==> src/rtl/inv_mix_col_seq.sv <==
// Iterative AES InvMixColumns engine: latches a 128-bit state, transforms
// COLS_PER_CYCLE columns per clock, and holds the result on a valid/ready output.

module inv_mix_col_lane (
  input  logic [31:0] col_in,
  output logic [31:0] col_out
);
  function automatic logic [7:0] xt(input logic [7:0] x);
    return {x[6:0], 1'b0} ^ (x[7] ? 8'h1b : 8'h00);
  endfunction

  // Constants built from the xtime chain: 09=8^1, 0b=8^2^1, 0d=8^4^1, 0e=8^4^2.
  function automatic logic [7:0] m9(input logic [7:0] a);
    return xt(xt(xt(a))) ^ a;
  endfunction
  function automatic logic [7:0] mb(input logic [7:0] a);
    return xt(xt(xt(a))) ^ xt(a) ^ a;
  endfunction
  function automatic logic [7:0] md(input logic [7:0] a);
    return xt(xt(xt(a))) ^ xt(xt(a)) ^ a;
  endfunction
  function automatic logic [7:0] me(input logic [7:0] a);
    return xt(xt(xt(a))) ^ xt(xt(a)) ^ xt(a);
  endfunction

  logic [7:0] a0, a1, a2, a3;
  assign {a0, a1, a2, a3} = col_in;

  assign col_out = {me(a0) ^ mb(a1) ^ md(a2) ^ m9(a3),
                    m9(a0) ^ me(a1) ^ mb(a2) ^ md(a3),
                    md(a0) ^ m9(a1) ^ me(a2) ^ mb(a3),
                    mb(a0) ^ md(a1) ^ m9(a2) ^ me(a3)};
endmodule

module inv_mix_col_seq #(
  parameter int COLS_PER_CYCLE = 1
) (
  input  logic         clk,
  input  logic         rst,
  input  logic         in_valid,
  output logic         in_ready,
  input  logic [127:0] state_in,
  output logic         out_valid,
  input  logic         out_ready,
  output logic [127:0] state_out,
  output logic         busy
);
  generate
    if (COLS_PER_CYCLE != 1 && COLS_PER_CYCLE != 2 && COLS_PER_CYCLE != 4) begin : g_bad_cfg
      $error("inv_mix_col_seq: COLS_PER_CYCLE must be 1, 2 or 4");
    end
  endgenerate

  localparam logic [2:0] STEP = 3'(COLS_PER_CYCLE);

  typedef enum logic [1:0] {IDLE, RUN, DONE} st_t;
  st_t st_q, st_d;

  // Packed column arrays: index 3 is column 0 (MSB word).
  logic [3:0][31:0] work_q, res_q;
  logic [2:0]       col_cnt;

  logic [COLS_PER_CYCLE-1:0][31:0] lane_in, lane_out;
  logic [COLS_PER_CYCLE-1:0][1:0]  lane_ridx;

  for (genvar l = 0; l < COLS_PER_CYCLE; l++) begin : g_lane
    assign lane_ridx[l] = ~(col_cnt[1:0] + 2'(l));
    assign lane_in[l]   = work_q[lane_ridx[l]];
    inv_mix_col_lane u_lane (.col_in(lane_in[l]), .col_out(lane_out[l]));
  end

  assign in_ready  = (st_q == IDLE) && !rst;
  assign out_valid = (st_q == DONE);
  assign busy      = (st_q != IDLE);
  assign state_out = res_q;

  always_ff @(posedge clk or posedge rst) begin
    if (rst) st_q <= IDLE;
    else     st_q <= st_d;
  end

  always_comb begin
    st_d = st_q;
    case (st_q)
      IDLE:    if (in_valid) st_d = RUN;
      RUN:     if (col_cnt + STEP == 3'd4) st_d = DONE;
      DONE:    if (out_ready) st_d = IDLE;
      default: st_d = IDLE;
    endcase
  end

  always_ff @(posedge clk or posedge rst) begin
    if (rst) begin
      work_q  <= '0;
      res_q   <= '0;
      col_cnt <= '0;
    end else begin
      case (st_q)
        IDLE: if (in_valid) begin
          work_q  <= state_in;
          col_cnt <= '0;
        end
        RUN: begin
          for (int l = 0; l < COLS_PER_CYCLE; l++) res_q[lane_ridx[l]] <= lane_out[l];
          col_cnt <= col_cnt + STEP;
        end
        default: ;
      endcase
    end
  end
endmodule
==> config.mk <==
export PLATFORM = sky130hd
export DESIGN_NAME = inv_mix_col_seq
export DESIGN_NICKNAME = d
export VERILOG_FILES = /design/src/rtl/inv_mix_col_seq.sv
export SDC_FILE = /design/constraint.sdc
export NUM_CORES = 1
export LEC_CHECK = 0
export CELL_PAD_IN_SITES_DETAIL_PLACEMENT = 0
export CELL_PAD_IN_SITES_GLOBAL_PLACEMENT = 1
export CORE_MARGIN = 5
export CORE_UTILIZATION = 37
export DETAILED_ROUTE_END_ITERATION = 16
export MAX_ROUTING_LAYER = met4
export PLACE_DENSITY_LB_ADDON = 0.3
export SLEW_MARGIN = 15
export SYNTH_ARGS = -nofsm -noshare
export SYNTH_HDL_FRONTEND = slang
export SYNTH_SLANG_ARGS = --single-unit
==> constraint.sdc <==
create_clock -name clk -period 8.5 [get_ports clk]
set_clock_uncertainty 0.05 [all_clocks]
set_input_delay 1.7 -clock clk [delete_from_list [all_inputs] [get_ports clk]]
set_output_delay 1.7 -clock clk [all_outputs]
set_load 0.02 [all_outputs]
======== Yosys cells after proc, flatten, opt, wreduce, memory -nomap -nowiden ========
Cells that the tools add are included.
storage, ports and cells
  logic and storage cells ................. 100
  bits of input ports ..................... 132
  output and inout port bits .............. 131
  flip-flop bits (word level) ............. 261
operators by class
  reductions and logical operators ........ 9
  bitwise gates (word level) .............. 49
  mux-type cells .......................... 23
  magnitude comparators ................... 2
  equal/unequal tests ..................... 6
  add/sub/neg operators ................... 1
operators with widths
  operator             count
  $xor 8x8->8          47
  $bwmux 128           1
  $bmux 32 s2          1
  $demux 32 s2         1
  $mux 32              2
  $mux 5               12
  $xor 8x5->8          1
  $mux 2               3
  $pmux 2 s3           1
  $pmux 3 s2           1
  $ne 2x2->1 const B   2
  $reduce_and 2->1     2
  $reduce_bool 2->1    2
  $add 3x1->3 const B  1
  $eq 3x3->1 const B   1
  $lt 2x3->1 const B   1
  $mux 3               1
  $reduce_and 3->1     1
  $eq 2x1->1 const B   1
  $eq 2x2->1 const B   1
  $ge 2x1->1 const B   1
  $logic_and 1x1->1    2
  $logic_not 2->1      1
  $ne 2x1->1 const B   1
  2 further kinds      2

======== Longest topological paths before layout ========
Gate-level depths: netlist of the first run.
  depth in word-level cells ............... 15
  mapped depth ............................ 11
  mapped depth without buffers ............ 7

======== By module ========
Synthesis of the first run repeated with hierarchy kept, for this count alone.
unflattened totals
  cells, all modules ...................... 825
  area total of the unflattened synthesis .. 13098.8 um^2
modules (own cells, without submodules)
  module            sequential area each (um^2)  times used  cells each  area an instance (um^2)
  inv_mix_col_seq   6531.3                       1           612         10707.8
  inv_mix_col_lane  0.0                          1           213         2391.0

======== Worst setup path after synthesis of the first run ========
OpenSTA, ideal clock, no wires.
  path kind ............................... input -> output
  start point ............................. input rst
  end point ............................... output in_ready
  path buffers ............................ 0
  setup slack ............................. 4.757 ns
  data required time ...................... 6.750 ns
  arrival ................................. 1.993 ns
  stages .................................. 1
  cells stage by stage .................... nor2_1
between the ends
  longest elaborated chain between the ends .. 2
ends and longest elaborated chain
  element                    RTL line  RTL
  start: declaration         39        input logic rst,
  $logic_not 1->1 (no line)  n/a
  $logic_and 1x1->1          72        assign in_ready = (st_q == IDLE) && !rst;
  end: declaration           41        output logic in_ready,
Every way passes these cells.

======== Worst setup path in the final report of the first run ========
Same ends and word-level chain as after synthesis.

==> impl_metrics.tcl, run 1 <==
set metrics [dict create \
    clk_latency_ns 0.56 \
    vias 7780 \
    ios 263 \
    use_met1_pct 23.1 \
    crit_type "input pin to output port" \
    dp_hpwl_mm 22.9 \
    die_area_um2 36900 \
    hold_violations 0 \
    synth_seq_cells 261 \
    max_freq_mhz 216 \
    cp_num_buf_inv 2 \
    cts_max_path_buffers 3 \
    rr_endpoint "state_out[12]" \
    setup_tns_ns 0 \
    cap_violations 0 \
    synth.distinct_cells 29 \
    rr_startpoint "col_cnt[0]" \
    h-tree-depth 1 \
    place_area_um2 15200 \
    cp_common_cell "clkdlybuf4s50_1" \
    hold_buffers 0 \
    grt_antenna_before_repair 0 \
    cts_setup_buffers 0 \
    use_met3_pct 4.14 \
    worst_hold_path.endpoint "state_out[34]" \
    final_max_slew_viol_count 0 \
    gp_congestion 0.792 \
    track_usage_pct 17.2 \
    avgViaCountPerCell 4.68 \
    grt_max_degree 186 \
    whs_ns 0.426 \
    layout_commonest_cell "clkdlybuf4s50_1" \
    yosys.area.top_type "dfrtp_1" \
    fp.coreArea_um2 32600 \
    nNetsFinal 1333 \
    ys_warn_count 0 \
    grt_pass1_vias 8044 \
    grt_pass1_wl_mm 47.8 \
    drt_iter0_markers 327 \
    slew_headroom_pct 25.5 \
    tritoncts "built" \
    synth_ff_type "dfrtp_1" \
    final.setup.worst_slack_ns 3.87 \
    cts_resized 0 \
    end_kind "output port" \
    grt_overflow_total 0 \
    wl_per_cell_um 18.8 \
    r2r_slack_ns 4.31 \
    crit_start "rst" \
    crit_chain "clkdlybuf4s50_1 -> nor2_1 -> clkdlybuf4s50_1" \
    cts.sinks 261 \
    seqCellArea_um2 6530 \
    slowest_stage "clkdlybuf4s50_1" \
    wl_mm 31.2 \
    num_rows 66 \
    final_cell_mix "clkdlybuf4s50_1, dfrtp_1, nand2_1, mux2_2, xnor2_1" \
    worst_pin_slew_ns 1.11 \
    period_share_pct 54.4 \
    busiest_layer "met2" \
    use_met2_pct 26.9 \
    synth.net_count 1088 \
    syn-cell-area_um2 12300 \
    worst_path_largest_cell_delay_ns 0.61 \
    worstPathRequired_ns 6.75 \
    status "complete, no violations" \
    final_antenna_net_count 0 \
    synthCells 951 \
    hp-class "register to register" \
    ys_seq_area_share_pct 53.2 \
    final_cell_area_um2 16300 \
    fin_crit_ns 4.63 \
    pre_cts_ws_ns 3.87 \
    cts_buffers 30 \
    cp_top_family "buffers and inverters" \
    multiInputGateArea_um2 5450 \
    die-width_um 192 \
    final_layout_size_suffix_gt1_share_pct 19.4 \
    area_growth_pct 32.7 \
    yosysTopAreaCellShare_pct 53.2 \
    crit_path_max_fanout 2 \
    port_buffers 262 \
    drc_errors 0 \
    synth_edf_count 0 \
    reg2reg_depth 8 \
    async_flop_share_pct 100 \
    hold_depth 2 \
    die_height_um 192 \
    hp-start "state_out[34]" \
    start_util_pct 37.6 \
    rsz0062_at_grt "false" \
    synth.avg_cell_area_um2 12.9 \
    cp.arrival_ns 2.88 \
    first_pass_iters 4 \
    fill_cells 2882 \
    crit_path_start_kind "input pin" \
    cts.clk_slew.worst_paths_ns 0.06 \
    synth.area.top_cells "dfrtp_1, mux2_2, xnor2_1, o21ai_0, nand2_1" \
    setup_viol 0 \
    cts.root.buffer_cell "clkbuf_16" \
]
==> final cells by class <==
cell class | count | area share [%]
multi-input cells | 628 | 33.4
clock buffers | 41 | 5.42
diodes | 2 | 0.0307
repair buffers | 269 | 16.5
well taps | 442 | 3.39
flip-flops and latches | 261 | 40.1
inverters | 6 | 0.161
clock inverters | 14 | 0.990
==> synth_stat cells (6+ instances only) <==
library cell / n
buf_6: 6
clkbuf_1: 39
dfrtp_1: 261
inv_1: 6
mux2_2: 128
mux4_1: 13
mux4_2: 19
nand2_1: 134
o21ai_0: 113
o21ai_1: 17
xnor2_1: 125
xnor2_2: 12
xor2_1: 38
==> worst reg2reg max path, cell delays in order, from the launching register on <==
cell and delay [ns]:
dfrtp_2 0.54, buf_4 0.51, mux4_1 0.86, xor2_1 0.51
xor3_2 0.50, xnor2_4 0.25, xnor2_2 0.13, xnor2_1 0.49
o21ai_0 0.19
==> stage by stage <==
stage,std cells,util (%)
after floorplan,951,-
after global placement,1606,46.7
after detailed placement,1606,46.7
after CTS,1661,49.9
after global routing,1661,49.9
final,1663,50.0
==> kinds of logic (layout without fill, tap and decap cells) <==
group                    Yosys count  in the layout  synth area share (%)
AO/OA/AOI/OAI                    133            133                  5.50
buffers and inverters             62            330                  2.60
XOR/XNOR                         188            188                  15.7
AND/OR/NAND/NOR                  141            141                  4.41
flip-flops                       261            261                  53.2
multiplexers                     161            161                  18.1
adder cells (fa/ha/maj)            5              5                 0.510
other                              0              2                     0
==> registers in the layout, indices dropped and copies added (netlist names) <==
register and flops:
state_out 128, work_q 128, col_cnt 3, st_q 2
==> how the worst max path moves through the flow <==
stage | slack, ns | to | cells after the start
6_report | 3.87 | in_ready | 3
5_1_grt | 3.84 | in_ready | 3
4_1_cts | 3.86 | in_ready | 3
3_5_place_dp | 3.87 | in_ready | 3
3_3_place_gp | 3.86 | in_ready | 3
2_1_floorplan | 3.31 | col_cnt[0] | 1
==> metal layers <==
metal | part of all wire (%) | vias to the layer above
li1 | - | 3725
met1 | 45 | 3795
met2 | 46 | 219
met3 | 7.5 | 41
met4 | 1.7 | 0
met5 | 0 | -
Power of run 1 is not shown: default switching activity piles up to over one toggle a cycle in this logic, so the estimate is an artifact.
==> run 2: changes to the inputs <==
==> constraint.sdc (replaced) <==
create_clock -name clk -period 3.7 [get_ports clk]
set_clock_uncertainty 0.05 [all_clocks]
set_input_delay 0.74 -clock clk [delete_from_list [all_inputs] [get_ports clk]]
set_output_delay 0.74 -clock clk [all_outputs]
set_load 0.02 [all_outputs]
==> run 2 against run 1 <==
  * Sequential cell count unchanged
  * Cell count increased by 1.8%
  * Wire length increased by 5.1%
  * Worst setup slack got worse by 3.7 ns
  * Design area increased by 2.0%
  * Highest routed layer unchanged
  * Register-to-register slack got worse by 4.1 ns
  * Critical endpoint is now state_out[94]
  * Critical path depth increased by 5
  * Clock-buffer cell count increased by 1
  * Via count increased by 2.2%
  * Utilization increased by 1.0 points
  * Hold slack got worse by 0.0023 ns
  * Sequential share of layout area decreased by 0.79 points
==> impl_metrics.tcl, run 2 (same netlist as run 1, synthesis figures left out) <==
set metrics [dict create \
    status "complete, no violations" \
    period_share_pct 94.5 \
    hp-start "state_out[69]" \
    cap_violations 0 \
    cts_buffers 30 \
    start_util_pct 37.6 \
    dp_hpwl_mm 25.4 \
    grt_pass1_wl_mm 50.6 \
    wl_mm 32.8 \
    worst_pin_slew_ns 0.841 \
    reg2reg_depth 8 \
    die-width_um 192 \
    use_met3_pct 3.98 \
    rsz0062_at_grt "false" \
    final_antenna_net_count 0 \
    track_usage_pct 18.2 \
    max_freq_mhz 286 \
    h-tree-depth 1 \
    hold_violations 0 \
    die_height_um 192 \
    rr_startpoint "col_cnt[0]" \
    busiest_layer "met2" \
    gp_congestion 0.921 \
    drt_iter0_markers 335 \
    num_rows 66 \
    rr_endpoint "state_out[94]" \
    die_area_um2 36900 \
    end_kind "register" \
    fp.coreArea_um2 32600 \
    cp.arrival_ns 3.86 \
    hold_buffers 0 \
    worst_hold_path.endpoint "state_out[69]" \
    vias 7953 \
    cts_setup_buffers 0 \
    r2r_slack_ns 0.20 \
    hp-class "register to register" \
    tritoncts "built" \
    avgViaCountPerCell 4.70 \
    ios 263 \
    cts.clk_slew.worst_paths_ns 0.06 \
    cts.sinks 261 \
    crit_path_start_kind "register" \
    pre_cts_ws_ns 0.208 \
    worstPathRequired_ns 4.06 \
    grt_antenna_before_repair 2 \
    final_layout_size_suffix_gt1_share_pct 21.1 \
    crit_path_max_fanout 20 \
    hold_depth 2 \
    use_met2_pct 28.4 \
    cts_max_path_buffers 3 \
    final_max_slew_viol_count 0 \
    first_pass_iters 4 \
    crit_type "register to register" \
    final_cell_mix "clkdlybuf4s50_1, dfrtp_1, nand2_1, mux2_2, xnor2_1" \
    grt_pass1_vias 8448 \
    grt_overflow_total 0 \
    wl_per_cell_um 19.4 \
    grt_max_degree 65 \
    drc_errors 0 \
    layout_commonest_cell "clkdlybuf4s50_1" \
    fin_crit_ns 3.50 \
    slew_headroom_pct 43.8 \
    clk_latency_ns 0.55 \
    nNetsFinal 1363 \
    area_growth_pct 35.4 \
    port_buffers 262 \
    use_met1_pct 24.9 \
    setup_viol 0 \
    cts.root.buffer_cell "clkbuf_16" \
    final.setup.worst_slack_ns 0.202 \
    cts_resized 0 \
]
-- run 2: changes by cell type in the layout (fill, tap and decap cells not counted) --
cell	before	now
buf_4	6	27
buf_12	1	10
clkbuf_1	3	6
clkbuf_8	7	5
clkinv_4	2	0
bufinv_16	3	4
clkinv_2	7	6
diode_2	2	3
inv_6	0	1
inv_8	1	0
-- run 2: routing by layer --
metal  part of all wire, %  up-vias
met5                     0        -
met4                   1.7        0
met3                   7.1       38
met2                    46      232
met1                    45     3896
li1                      -     3787
-- run 2: area by class of cell --
class	instances	area, um2
flip-flops and latches	261	6530
multi-input cells	628	5450
clock buffers	42	867
inverters	6	26.3
clock inverters	12	166
well taps	442	553
repair buffers	299	3030
fillers	2883	16000
diodes	3	7.51
-- run 2: how the worst max path moves through the flow --
stage / from / end
after floorplan: rst / col_cnt[0]
after global placement: col_cnt[0] / state_out[14]
after detailed placement: col_cnt[0] / state_out[89]
after CTS: col_cnt[0] / state_out[89]
after global routing: col_cnt[0] / state_out[94]
final: col_cnt[0] / state_out[94]
-- run 2: worst max-delay path: stages (launching register included) --
cell and delay (ns):
dfrtp_2 0.46, buf_12 0.21, mux4_2 0.71, xor2_2 0.51, xnor2_2 0.24, xor2_1 0.33, xnor2_1 0.17, xnor2_1 0.49
o21ai_1 0.14
-- run 2: through the flow --
stage / instance area [um2] / util (%) / setup TNS [ns] / hold slack, ns / cells
finish: 16600 / 51.0 / 0 / 0.424 / 1693
global route: 16600 / 51.0 / 0 / 0.452 / 1692
CTS: 16600 / 50.9 / 0 / 0.433 / 1690
detailed placement: 15600 / 47.8 / 0 / 0.421 / 1636
global placement: 15600 / 47.8 / 0 / 0.412 / 1636
floorplan: 12300 / - / -138.74 / 0.400 / 951
Power of run 2 is left out for the same reason.
==> run 3: changes to the inputs <==
--- a/config.mk
+++ b/config.mk
@@ -10,6 +10,7 @@
 export CORE_MARGIN = 5
 export CORE_UTILIZATION = 37
 export DETAILED_ROUTE_END_ITERATION = 16
+export HOLD_SLACK_MARGIN = 0.05
 export MAX_ROUTING_LAYER = met4
 export PLACE_DENSITY_LB_ADDON = 0.3
 export SLEW_MARGIN = 15
==> results of run 3 <==
Final layout, timing and power as in run 2 (identical DEF).
Power of run 3 is left out for the same reason.
